--- src/rtl/score_ctrl_pkg.sv ---
//==============================================================================
// score_ctrl_pkg : shared state encoding and constants for the score controller
// Rev 1.0
//==============================================================================
`default_nettype none

package score_ctrl_pkg;

  typedef enum logic [1:0] {
    ST_SERVE = 2'd0,
    ST_PLAY  = 2'd1,
    ST_HOLD  = 2'd2,
    ST_OVER  = 2'd3
  } state_e;

  localparam logic [3:0] BLANK_DIGIT = 4'hF;
  localparam int         MS_W        = 10;

endpackage

`default_nettype wire

--- src/rtl/score_ctrl_if.sv ---
//==============================================================================
// score_ctrl_if : tick/event inputs and display/status outputs of score_ctrl
// Rev 1.0
//==============================================================================
`default_nettype none

interface score_ctrl_if;

  logic       clk_1ms;
  logic       start;
  logic       p1_point;
  logic       p2_point;
  logic [3:0] disp_p1;
  logic [3:0] disp_p2;
  logic       ball_en;
  logic       game_over;
  logic       winner;

  modport master (
    output clk_1ms, start, p1_point, p2_point,
    input  disp_p1, disp_p2, ball_en, game_over, winner
  );

  modport slave (
    input  clk_1ms, start, p1_point, p2_point,
    output disp_p1, disp_p2, ball_en, game_over, winner
  );

endinterface

`default_nettype wire

--- src/rtl/score_ctrl_ms_timer.sv ---
//==============================================================================
// score_ctrl_ms_timer : 1 ms tick counter with clear, enable and terminal count
// Rev 1.0
//==============================================================================
`default_nettype none

module score_ctrl_ms_timer
  import score_ctrl_pkg::*;
(
  input  wire logic            clk,
  input  wire logic            reset,
  input  wire logic            i_clr,
  input  wire logic            i_en,
  input  wire logic [MS_W-1:0] i_last,
  output logic                 o_tc
);

  logic [MS_W-1:0] r_cnt;

  assign o_tc = (r_cnt == i_last);

  // A tick on the terminal count wraps to zero so the next period starts clean.
  always_ff @(posedge clk) begin
    if (!reset) begin
      r_cnt <= '0;
    end else if (i_clr) begin
      r_cnt <= '0;
    end else if (i_en) begin
      r_cnt <= o_tc ? '0 : r_cnt + 1'b1;
    end
  end

endmodule

`default_nettype wire

--- src/rtl/score_ctrl.sv ---
//==============================================================================
// score_ctrl : two-player score keeping, post-point hold and game-over blink
// Rev 1.0
//==============================================================================
`default_nettype none

module score_ctrl
  import score_ctrl_pkg::*;
#(
  parameter int WIN_SCORE = 9,
  parameter int HOLD_MS   = 1000,
  parameter int BLINK_MS  = 250
) (
  input  wire logic   clk,
  input  wire logic   reset,
  score_ctrl_if.slave bus
);

  localparam logic [3:0]      c_win        = 4'(WIN_SCORE);
  localparam logic [MS_W-1:0] c_hold_last  = MS_W'(HOLD_MS - 1);
  localparam logic [MS_W-1:0] c_blink_last = MS_W'(BLINK_MS - 1);

  state_e          r_state, w_state_nx;
  logic [3:0]      r_p1, r_p2, w_p1_nx, w_p2_nx;
  logic [3:0]      w_p1_inc, w_p2_inc;
  logic            r_winner, w_winner_nx;
  logic            r_blank, w_blank_nx;
  logic [3:0]      r_disp_p1, r_disp_p2, w_disp_p1_nx, w_disp_p2_nx;
  logic            r_ball_en, r_game_over;
  logic            w_tmr_en, w_tmr_clr, w_tmr_tc, w_tick_tc;
  logic [MS_W-1:0] w_tmr_last;

  assign w_p1_inc   = r_p1 + 4'd1;
  assign w_p2_inc   = r_p2 + 4'd1;
  assign w_tmr_en   = bus.clk_1ms && (r_state == ST_HOLD || r_state == ST_OVER);
  assign w_tmr_clr  = (w_state_nx != r_state);
  assign w_tmr_last = (r_state == ST_HOLD) ? c_hold_last : c_blink_last;
  assign w_tick_tc  = bus.clk_1ms && w_tmr_tc;

  score_ctrl_ms_timer u_ms_timer (
    .clk    (clk),
    .reset  (reset),
    .i_clr  (w_tmr_clr),
    .i_en   (w_tmr_en),
    .i_last (w_tmr_last),
    .o_tc   (w_tmr_tc)
  );

  always_comb begin
    w_state_nx  = r_state;
    w_p1_nx     = r_p1;
    w_p2_nx     = r_p2;
    w_winner_nx = r_winner;
    w_blank_nx  = r_blank;
    unique case (r_state)
      ST_SERVE: begin
        if (bus.start) w_state_nx = ST_PLAY;
      end
      ST_PLAY: begin
        if (bus.p1_point && !bus.p2_point) begin
          w_p1_nx = w_p1_inc;
          if (w_p1_inc == c_win) begin
            w_state_nx  = ST_OVER;
            w_winner_nx = 1'b0;
            w_blank_nx  = 1'b0;
          end else begin
            w_state_nx = ST_HOLD;
          end
        end else if (bus.p2_point && !bus.p1_point) begin
          w_p2_nx = w_p2_inc;
          if (w_p2_inc == c_win) begin
            w_state_nx  = ST_OVER;
            w_winner_nx = 1'b1;
            w_blank_nx  = 1'b0;
          end else begin
            w_state_nx = ST_HOLD;
          end
        end
      end
      ST_HOLD: begin
        if (w_tick_tc) w_state_nx = ST_PLAY;
      end
      ST_OVER: begin
        // Restart takes priority over a coincident blink tick.
        if (bus.start) begin
          w_state_nx = ST_SERVE;
          w_p1_nx    = 4'd0;
          w_p2_nx    = 4'd0;
          w_blank_nx = 1'b0;
        end else if (w_tick_tc) begin
          w_blank_nx = ~r_blank;
        end
      end
      default: w_state_nx = ST_SERVE;
    endcase
  end

  assign w_disp_p1_nx = (w_state_nx == ST_OVER && w_blank_nx && !w_winner_nx) ? BLANK_DIGIT : w_p1_nx;
  assign w_disp_p2_nx = (w_state_nx == ST_OVER && w_blank_nx &&  w_winner_nx) ? BLANK_DIGIT : w_p2_nx;

  always_ff @(posedge clk) begin
    if (!reset) begin
      r_state     <= ST_SERVE;
      r_p1        <= 4'd0;
      r_p2        <= 4'd0;
      r_winner    <= 1'b0;
      r_blank     <= 1'b0;
      r_disp_p1   <= 4'd0;
      r_disp_p2   <= 4'd0;
      r_ball_en   <= 1'b0;
      r_game_over <= 1'b0;
    end else begin
      r_state     <= w_state_nx;
      r_p1        <= w_p1_nx;
      r_p2        <= w_p2_nx;
      r_winner    <= w_winner_nx;
      r_blank     <= w_blank_nx;
      r_disp_p1   <= w_disp_p1_nx;
      r_disp_p2   <= w_disp_p2_nx;
      r_ball_en   <= (w_state_nx == ST_PLAY);
      r_game_over <= (w_state_nx == ST_OVER);
    end
  end

  assign bus.disp_p1   = r_disp_p1;
  assign bus.disp_p2   = r_disp_p2;
  assign bus.ball_en   = r_ball_en;
  assign bus.game_over = r_game_over;
  assign bus.winner    = r_winner;

endmodule

`default_nettype wire

--- src/flat_wrapper.sv ---
// flat-port wrapper written by rule: the top's interface ports become plain ports
module score_ctrl_flat import score_ctrl_pkg::*;
#(
  parameter int WIN_SCORE = 9,
  parameter int HOLD_MS   = 1000,
  parameter int BLINK_MS  = 250
)
  (clk, reset, bus_clk_1ms, bus_start, bus_p1_point, bus_p2_point, bus_disp_p1, bus_disp_p2, bus_ball_en, bus_game_over, bus_winner);
  score_ctrl_if bus_i ();
  input  wire logic clk;
  input  wire logic reset;
  input wire logic [$bits(bus_i.clk_1ms)-1:0] bus_clk_1ms;
  input wire logic [$bits(bus_i.start)-1:0] bus_start;
  input wire logic [$bits(bus_i.p1_point)-1:0] bus_p1_point;
  input wire logic [$bits(bus_i.p2_point)-1:0] bus_p2_point;
  output wire logic [$bits(bus_i.disp_p1)-1:0] bus_disp_p1;
  output wire logic [$bits(bus_i.disp_p2)-1:0] bus_disp_p2;
  output wire logic [$bits(bus_i.ball_en)-1:0] bus_ball_en;
  output wire logic [$bits(bus_i.game_over)-1:0] bus_game_over;
  output wire logic [$bits(bus_i.winner)-1:0] bus_winner;
  assign bus_i.clk_1ms = bus_clk_1ms;
  assign bus_i.start = bus_start;
  assign bus_i.p1_point = bus_p1_point;
  assign bus_i.p2_point = bus_p2_point;
  assign bus_disp_p1 = bus_i.disp_p1;
  assign bus_disp_p2 = bus_i.disp_p2;
  assign bus_ball_en = bus_i.ball_en;
  assign bus_game_over = bus_i.game_over;
  assign bus_winner = bus_i.winner;
  score_ctrl #(.WIN_SCORE(WIN_SCORE), .HOLD_MS(HOLD_MS), .BLINK_MS(BLINK_MS)) u_core (.clk(clk), .reset(reset), .bus(bus_i));
endmodule
--- config.mk ---
export PLATFORM = sky130hd
export DESIGN_NAME = score_ctrl_flat
export DESIGN_NICKNAME = d
export VERILOG_FILES = /design/src/rtl/score_ctrl_pkg.sv /design/src/rtl/score_ctrl_if.sv /design/src/rtl/score_ctrl_ms_timer.sv /design/src/rtl/score_ctrl.sv /design/src/flat_wrapper.sv
export SDC_FILE = /design/constraint.sdc
export NUM_CORES = 1
export LEC_CHECK = 0
export BUFFER_PORTS_ARGS = -buffer_cell sky130_fd_sc_hd__buf_4
export CORE_MARGIN = 4
export CORE_UTILIZATION = 40
export DETAILED_ROUTE_END_ITERATION = 8
export REMOVE_ABC_BUFFERS = 1
export SKIP_LAST_GASP = 1
export SLEW_MARGIN = 10
export SYNTH_ARGS = -nofsm -noshare
export SYNTH_HDL_FRONTEND = slang
export SYNTH_SLANG_ARGS = --single-unit
--- constraint.sdc ---
create_clock -name clk -period 2.59 [get_ports clk]
set_input_delay 0.3885 -clock clk [delete_from_list [all_inputs] [get_ports clk]]
set_output_delay 0.3885 -clock clk [all_outputs]
set_load 0.05 [all_outputs]
==> key figures, run 1 <==
Synth
  • Post-synthesis compound-gate area fraction: between 20 and 25%
  • Synth Area in Simple Gates: 28.7%
  • Synth top area share: 37.7%
  • Post-synth EDFFs: 0
  • Post-synthesis mux area share: 0.590%
  • #FFs+latches synth: 32
  • Synth Cell Area: between 1500 and 2000 sq um
  • Post-synth top area cell: dfxtp_1
  • Synth top area cells: dfxtp_1 38%, xnor2_1 4.6%, nand2_1 4.2%
  • Avg Inst Size Synth: 8.84 sq um
  • Async SR Flop Fraction: 0%
  • Post-Synth XOR/XNOR Area: 5.16%
  • Top_reg_cell synth: dfxtp_1
  • Seq/Total Area, Yosys: between 30% and 40%
  • Netlist cell types: 51
  • Cell count after synthesis: 192
  • Synth Area in Adders: between 3 and 4%
  • Combinational family with the most area after synthesis: simple AND/OR/NAND/NOR gates
  • Syn. warnings: 0

GRT
  • Largest net degree at the start of global routing: 14
  • Overall Global Routing Usage: 16.0%
  • First-pass GRT wire length: 6.69 mm
  • Initial antenna violation count: 0
  • Remaining Overflow, GRT: 0
  • Vias in the first global route: 1,500

Floorplanning
  • Die Wd: 73.2 microns
  • Row count: 23
  • Die Ht: about 73 microns
  • Die area: between 5000 and 6000 sq um
  • Initial core utilization: 41.8%
  • Num ports: 17
  • Core area: 4060 sq um

Detailed routing
  • First DRT Iteration DRCs: 46
  • Routed Antenna Nets: 0
  • DRC Markers: 0
  • First-pass detailed-route iteration total: 5
  • Post-DR wirelength/cell: roughly 15 microns
  • Detailed Route WL: 3.90 mm
  • Via count: 1,474
  • Avg Vias per Cell: 5.58

Cells and area
  • Fraction of layout instances using a drive strength above 1: about 18%
  • Fin nets: 224
  • Layout area overhead: 15.8%
  • Antenna cells: 0
  • Design area: 1970 sq um

Timing
  • Max-slew violation count: 0
  • Crit share post-route: 89.6%
  • Setup TNS: 0 ns
  • Max-slew headroom: 61.2%
  • Final min period: 2.32 ns
  • Worst-Margin Slew: approximately 0.58 ns
  • Final count of hold timing violations: 0
  • Fmax: 0.431 GHz
  • Final worst slack: 0.270 ns
  • Fin Clk Skew: 0.00348 ns
  • Setup Viol. Count Final: 0
  • Setup repair after global routing missed its margin: false

CTS
  • Setup bufs post-CTS: 0
  • Post-cts resize count: 0
  • CTS Hold Bufs: 0
  • Worst-Skew Late Latency: 0.28 ns
  • Bufs on Longest Clock Path: 2
  • Clock-pin slew on the worst setup and hold paths: 0.06 ns
  • CTS Buf Count: 5
  • CTS tree: done
  • CTS sink count: 32
  • CTS root buffer: clkbuf_8
  • Htree depth: 2

Place
  • Gp weighted congestion: 0.926
  • Post-Place Setup Slack: between 0.3 and 0.4 ns
  • Dpl cell area: roughly 1900 sq um
  • Dpl hpwl: 2.89 mm
  • Number of port buffers: 16

Worst setup path
  • Crit path buffers/inverters: 0
  • Crit path cell chain: ha_1 > nand3b_1 > a211oi_2 > a211oi_2 > and3b_1 > o311ai_4 > o22ai_1
  • CP top delay family: compound AO/OA/AOI/OAI gates
  • Critical-path maximum fanout: 8
  • Critical R2R Capture: u_core.bus.disp_p2[3]
  • Cell mode on critical path: a211oi_2
  • R2r worst-path depth: 7
  • CP max stage cell: o311ai_4
  • Register-to-register setup slack: 0.27 ns
  • CP endpoint kind: flop
  • Req. time, crit path: 2.72 ns
  • Critical path's largest stage delay: roughly 0.55 ns
  • Crit path launch type: flop
  • Worst EP arrival: 2.45 ns
  • Worst R2R Start: u_core.r_p1[0]
  • WS Path Type: reg2reg

Hold path
  • Hold Crit Start: reset
  • Hold Path Class: in2reg
  • WHS Path Cells: 2
  • Worst Hold End: u_core.r_state[1]

Pwr
  • Peak supply drop: 0.356 mV
  • Leak: 0.000706 uW
  • Pwr Density: about 530 nW/um^2

Flow run
  • Max_cap viols: 0

Status
  • Status: finished, final reports clean
[final cells by class]
cell class | count | area, sq um
inverters | 8 | 30.0
flip-flops and latches | 32 | 641
multi-input cells | 149 | 1010
repair buffers | 17 | 128
well taps | 50 | 62.6
fillers | 409 | 2090
clock buffers | 8 | 90.1
[flip-flops by register name (all words and copies together), names as in the netlist]
name / flops
u_core.u_ms_timer.r_cnt: 10
u_core.bus.disp_p1: 4
u_core.bus.disp_p2: 4
u_core.r_p1: 4
u_core.r_p2: 4
u_core.r_state: 2
u_core.bus.ball_en: 1
u_core.bus.game_over: 1
u_core.bus.winner: 1
u_core.r_blank: 1
[how the worst max path moves through the flow]
stage	slack, ns	start	depth (start not counted)	to
after floorplan	0.66	u_core.r_p1[0]	7	u_core.bus.disp_p2[3]
after global placement	0.44	bus_p1_point	7	u_core.bus.disp_p2[3]
after detailed placement	0.31	u_core.r_p1[0]	7	u_core.bus.disp_p2[3]
after CTS	0.30	u_core.r_p1[0]	7	u_core.bus.disp_p2[3]
after global routing	0.09	u_core.r_p1[0]	7	u_core.bus.disp_p2[3]
final	0.27	u_core.r_p1[0]	7	u_core.bus.disp_p2[3]
[Yosys cell counts, drive strengths merged, types with 2 or more instances]
cell type   n
nor2b       5
o22ai       5
o21bai      6
ha          5
inv         8
clkbuf      2
nand2b      4
nor2       19
nand3       7
o21ai       8
a31oi       4
o311ai      2
nor3        6
dfxtp      32
o211ai      2
and2b       3
a21oi       8
and2        6
nand2      19
a211oi      3
and3        5
nand3b      3
nand4       2
xnor2       9
[worst register-to-register path, stage by stage, from the launching register on]
cell and delay [ns]:
dfxtp_1 0.44, ha_1 0.22, nand3b_1 0.14, a211oi_2 0.31
a211oi_2 0.11, and3b_1 0.25, o311ai_4 0.55, o22ai_1 0.16
[placed cells by master (no fill, tap or decap), types with 2 or more instances in the layout]
master    count
xnor2_1       9
a21oi_1       8
o21bai_1      6
nand2b_1      4
and3_1        4
o22ai_1       4
and2b_1       2
nor2b_1       3
nand3b_1      3
ha_1          5
clkbuf_1      2
nor2_1       19
dfxtp_1      32
nand3_1       6
inv_1         8
o21ai_0       8
and2_1        6
nand2_1      19
nor2b_2       2
a211oi_2      3
buf_4        17
nor3_1        6
a31oi_1       4
clkbuf_8      6
[routing by layer]
layer  GRT usage [%]  vias up  share of wire (%)
met1            18.3      681                 43
met3            4.55       19                4.8
met4            9.43        0                3.8
met5               0        -                  0
met2            26.4       47                 48
li1                -      727                  -
[power breakdown]
| group | switching (uW) | leakage (uW) | internal, uW | total (uW) |
|---|---|---|---|---|
| sequential | 12.3 | 0.000259 | 505 | 517 |
| combinational | 86.9 | 0.000402 | 46.0 | 133 |
| clock | 168 | 0.0000455 | 216 | 385 |
| total | 268 | 0.000706 | 767 | 1030 |
[per-stage QoR]
stage / hold WS [ns] / cells / power, uW / utilization (%)
2_1_floorplan: 0.464 / 189 / 616 / -
3_3_place_gp: 0.504 / 256 / 659 / 46.2
3_5_place_dp: 0.520 / 256 / 660 / 46.2
4_1_cts: 0.376 / 264 / 1050 / 48.4
5_1_grt: 0.388 / 264 / 1080 / 48.4
6_report: 0.385 / 264 / 1030 / 48.4
[logic make-up after synthesis]
group           after synthesis
simple gates                 86
compound gates               47
flops                        32
buf+inv                      11
xor+xnor                     10
fa+ha+maj                     5
mux                           1
Note: power is estimated with default switching activity, not from simulation.
==> run 2: changes to the inputs <==
Settings changed: CORE_MARGIN 4 to 1.5, CTS_BUF_LIST from default to sky130_fd_sc_hd__clkbuf_4 sky130_fd_sc_hd__clkbuf_8.
==> run 2 against run 1 <==
  * Clock power grew 7.3%
  * Final cell count grew 0.38%
  * Clock skew shrank 0.00066 ns
  * Register-to-register slack gained 0.06 ns
  * Hold slack gained 0.0033 ns
  * Setup slack gained 0.061 ns
  * Flip-flop and latch count is the same
  * Die area shrank 13%
  * Sequential power is essentially flat
  * Largest cell class unchanged
==> key figures, run 2 (same netlist as run 1, synthesis figures left out) <==
Detailed routing
  • Avg Vias per Cell: 5.54 (-0.72%)
  • Detailed Route WL: 3.77 mm (-3.2%)
  • DRC Markers: 0 (unchanged)
  • Post-DR wirelength/cell: 14.2 microns (-3.6%)
  • First DRT Iteration DRCs: 70 (+52%)
  • First-pass detailed-route iteration total: 4 (-1)
  • Via count: 1,469 (-0.34%)
  • Routed Antenna Nets: 0 (unchanged)

Cells and area
  • Fin nets: 225 (+0.45%)
  • Fillers: 387 (-5.4%)
  • Max reg flops: 10 (unchanged)
  • Largest Register: u_core.u_ms_timer.r_cnt
  • Antenna cells: 0 (unchanged)
  • Core Util, Final: 49.2% (+0.72 points)
  • Commonest non-fill, non-tap cell in the layout: dfxtp_1
  • Layout area overhead: 16.7%
  • Commonest cells after routing, fill and taps aside: 32 x dfxtp_1, 19 x nand2_1, 19 x nor2_1, 18 x buf_4, 9 x xnor2_1
  • Fraction of layout instances using a drive strength above 1: 19.1% (+1.3 points)

Floorplanning
  • Initial core utilization: 42.1% (+0.30 points)
  • Die area: 4640 sq um (-13%)
  • Die Ht: 68.2 microns (-6.8%)
  • Die Wd: 68.2 microns (-6.8%)
  • Core area: 4030 sq um (-0.71%)
  • Num ports: 17 (unchanged)
  • Row count: 23 (unchanged)

Worst setup path
  • Worst EP arrival: 2.40 ns (-0.05 ns)
  • Crit path buffers/inverters: 0 (unchanged)
  • CP endpoint kind: flop
  • Crit path launch type: flop
  • CP top delay family: compound AO/OA/AOI/OAI gates
  • Req. time, crit path: 2.73 ns (about the same)
  • CP max stage cell: o311ai_4
  • Critical path's largest stage delay: 0.52 ns (-0.03 ns)
  • Critical-path maximum fanout: 8 (unchanged)
  • Crit path cell chain: ha_1 > nand3b_1 > a211oi_2 > a211oi_2 > and3b_1 > o311ai_4 > o22ai_1
  • Cell mode on critical path: a211oi_2
  • WS Path Type: reg2reg

Pwr
  • Leak: 0.000718 uW (+1.7%)
  • Gate power share: 12.6% (-0.2 points)
  • Pwr Density: 538 nW/um^2 (+2.2%)
  • Peak supply drop: 0.257 mV (-28%)
  • Clock power share: 38.8% (+1.6 points)
  • Cell Int Power: 790 uW (+3.0%)
  • Part of the power in registers: 48.6% (-1.4 points)
  • P_sw: 276 uW (+3.0%)
  • Sw Share: 25.9% (about the same)

CTS
  • CTS Buf Count: 5 (unchanged)
  • CTS sink count: 32 (unchanged)
  • Setup bufs post-CTS: 0 (unchanged)
  • Post-cts resize count: 0 (unchanged)
  • CTS Hold Bufs: 0 (unchanged)
  • CTS tree: done
  • Htree depth: 2 (unchanged)
  • CTS root buffer: clkbuf_8
  • Clock-pin slew on the worst setup and hold paths: 0.06 ns (about the same)
  • Worst-Skew Late Latency: 0.29 ns (about the same)
  • Bufs on Longest Clock Path: 2 (unchanged)

Timing
  • Crit share post-route: 87.2% (-2.3 points)
  • Fin Clk Skew: 0.00282 ns (-0.000657 ns)
  • Setup repair after global routing missed its margin: false
  • Max-slew headroom: 63.5% (+2.2 points)
  • Final min period: 2.26 ns (-0.0606 ns)
  • Final count of hold timing violations: 0 (unchanged)
  • Worst-Margin Slew: 0.542 ns (-0.0331 ns)
  • Setup TNS: 0 ns (unchanged)
  • Fmax: 0.443 GHz (+2.7%)
  • Setup Viol. Count Final: 0 (unchanged)
  • Max-slew violation count: 0 (unchanged)

GRT
  • Initial antenna violation count: 0 (unchanged)
  • Met1 Use GR: 24.6% (+6.3 points)
  • Met2 usage: 27.8% (+1.4 points)
  • Grt peak-use layer: met2
  • Grt met3 use: 5.92% (+1.4 points)
  • Largest net degree at the start of global routing: 12 (-2)
  • Vias in the first global route: 1,350 (-10%)
  • First-pass GRT wire length: 6.25 mm (-6.5%)
  • Remaining Overflow, GRT: 0 (unchanged)
  • Overall Global Routing Usage: 18.7% (+2.6 points)

Flow run
  • Max_cap viols: 0 (unchanged)

Status
  • Status: finished, final reports clean

Place
  • Dpl hpwl: 2.80 mm (-3.1%)
  • Number of port buffers: 16 (unchanged)
  • Gp weighted congestion: 0.893 (-3.5%)

Hold path
  • Hold Path Class: in2reg
run 2: cell types whose count changed in the layout (fill, tap and decap cells not counted):
cell      previous run  this run
clkbuf_1             2         0
clkbuf_4             0         2
buf_4               17        18
run 2: through the flow:
| step | cell area (sq um) | total power [uW] | setup WS, ns | instances | hold slack, ns |
|---|---|---|---|---|---|
| after global placement | 1880 | 662 | 0.438 | 257 | 0.516 |
| after detailed placement | 1880 | 662 | 0.407 | 257 | 0.520 |
| after global routing | 1980 | 1110 | 0.256 | 265 | 0.405 |
| after floorplan | 1690 | 616 | 0.656 | 189 | 0.464 |
| after CTS | 1980 | 1080 | 0.366 | 265 | 0.384 |
| final | 1980 | 1070 | 0.331 | 265 | 0.388 |
run 2: cell type report:
| type | count | area, sq um | share of cell area, % |
|---|---|---|---|
| Tap cell | 50 | 62.6 | 3.16 |
| Clock buffer | 8 | 97.6 | 4.93 |
| Inverter | 8 | 30.0 | 1.52 |
| Multi-Input combinational cell | 149 | 1010 | 51.2 |
| Timing Repair Buffer | 18 | 135 | 6.82 |
| Sequential cell | 32 | 641 | 32.3 |
run 2: final timing paths:
kind	from	end	slack (ns)	depth (start not counted)
hold / removal	reset	u_core.r_state[1]	0.39	2
setup reg to reg	u_core.r_p1[0]	u_core.bus.disp_p2[3]	0.33	7
hold reg to reg	u_core.u_ms_timer.r_cnt[1]	u_core.u_ms_timer.r_cnt[1]	0.53	2
setup / recovery	u_core.r_p1[0]	u_core.bus.disp_p2[3]	0.33	7
run 2: metal layers:
metal,share of wire [%],vias to the layer above
li1,-,732
met1,48,684
met2,43,48
met3,6.7,5
met4,1.7,0
met5,0,-
run 2: power groups by stage:
stage | registers [uW] | logic, uW | clock network, uW
finish | 518 | 134 | 413
global route | 519 | 147 | 445
CTS | 518 | 134 | 429
detailed placement | 529 | 133 | 0
global placement | 528 | 134 | 0
floorplan | 548 | 68.3 | 0
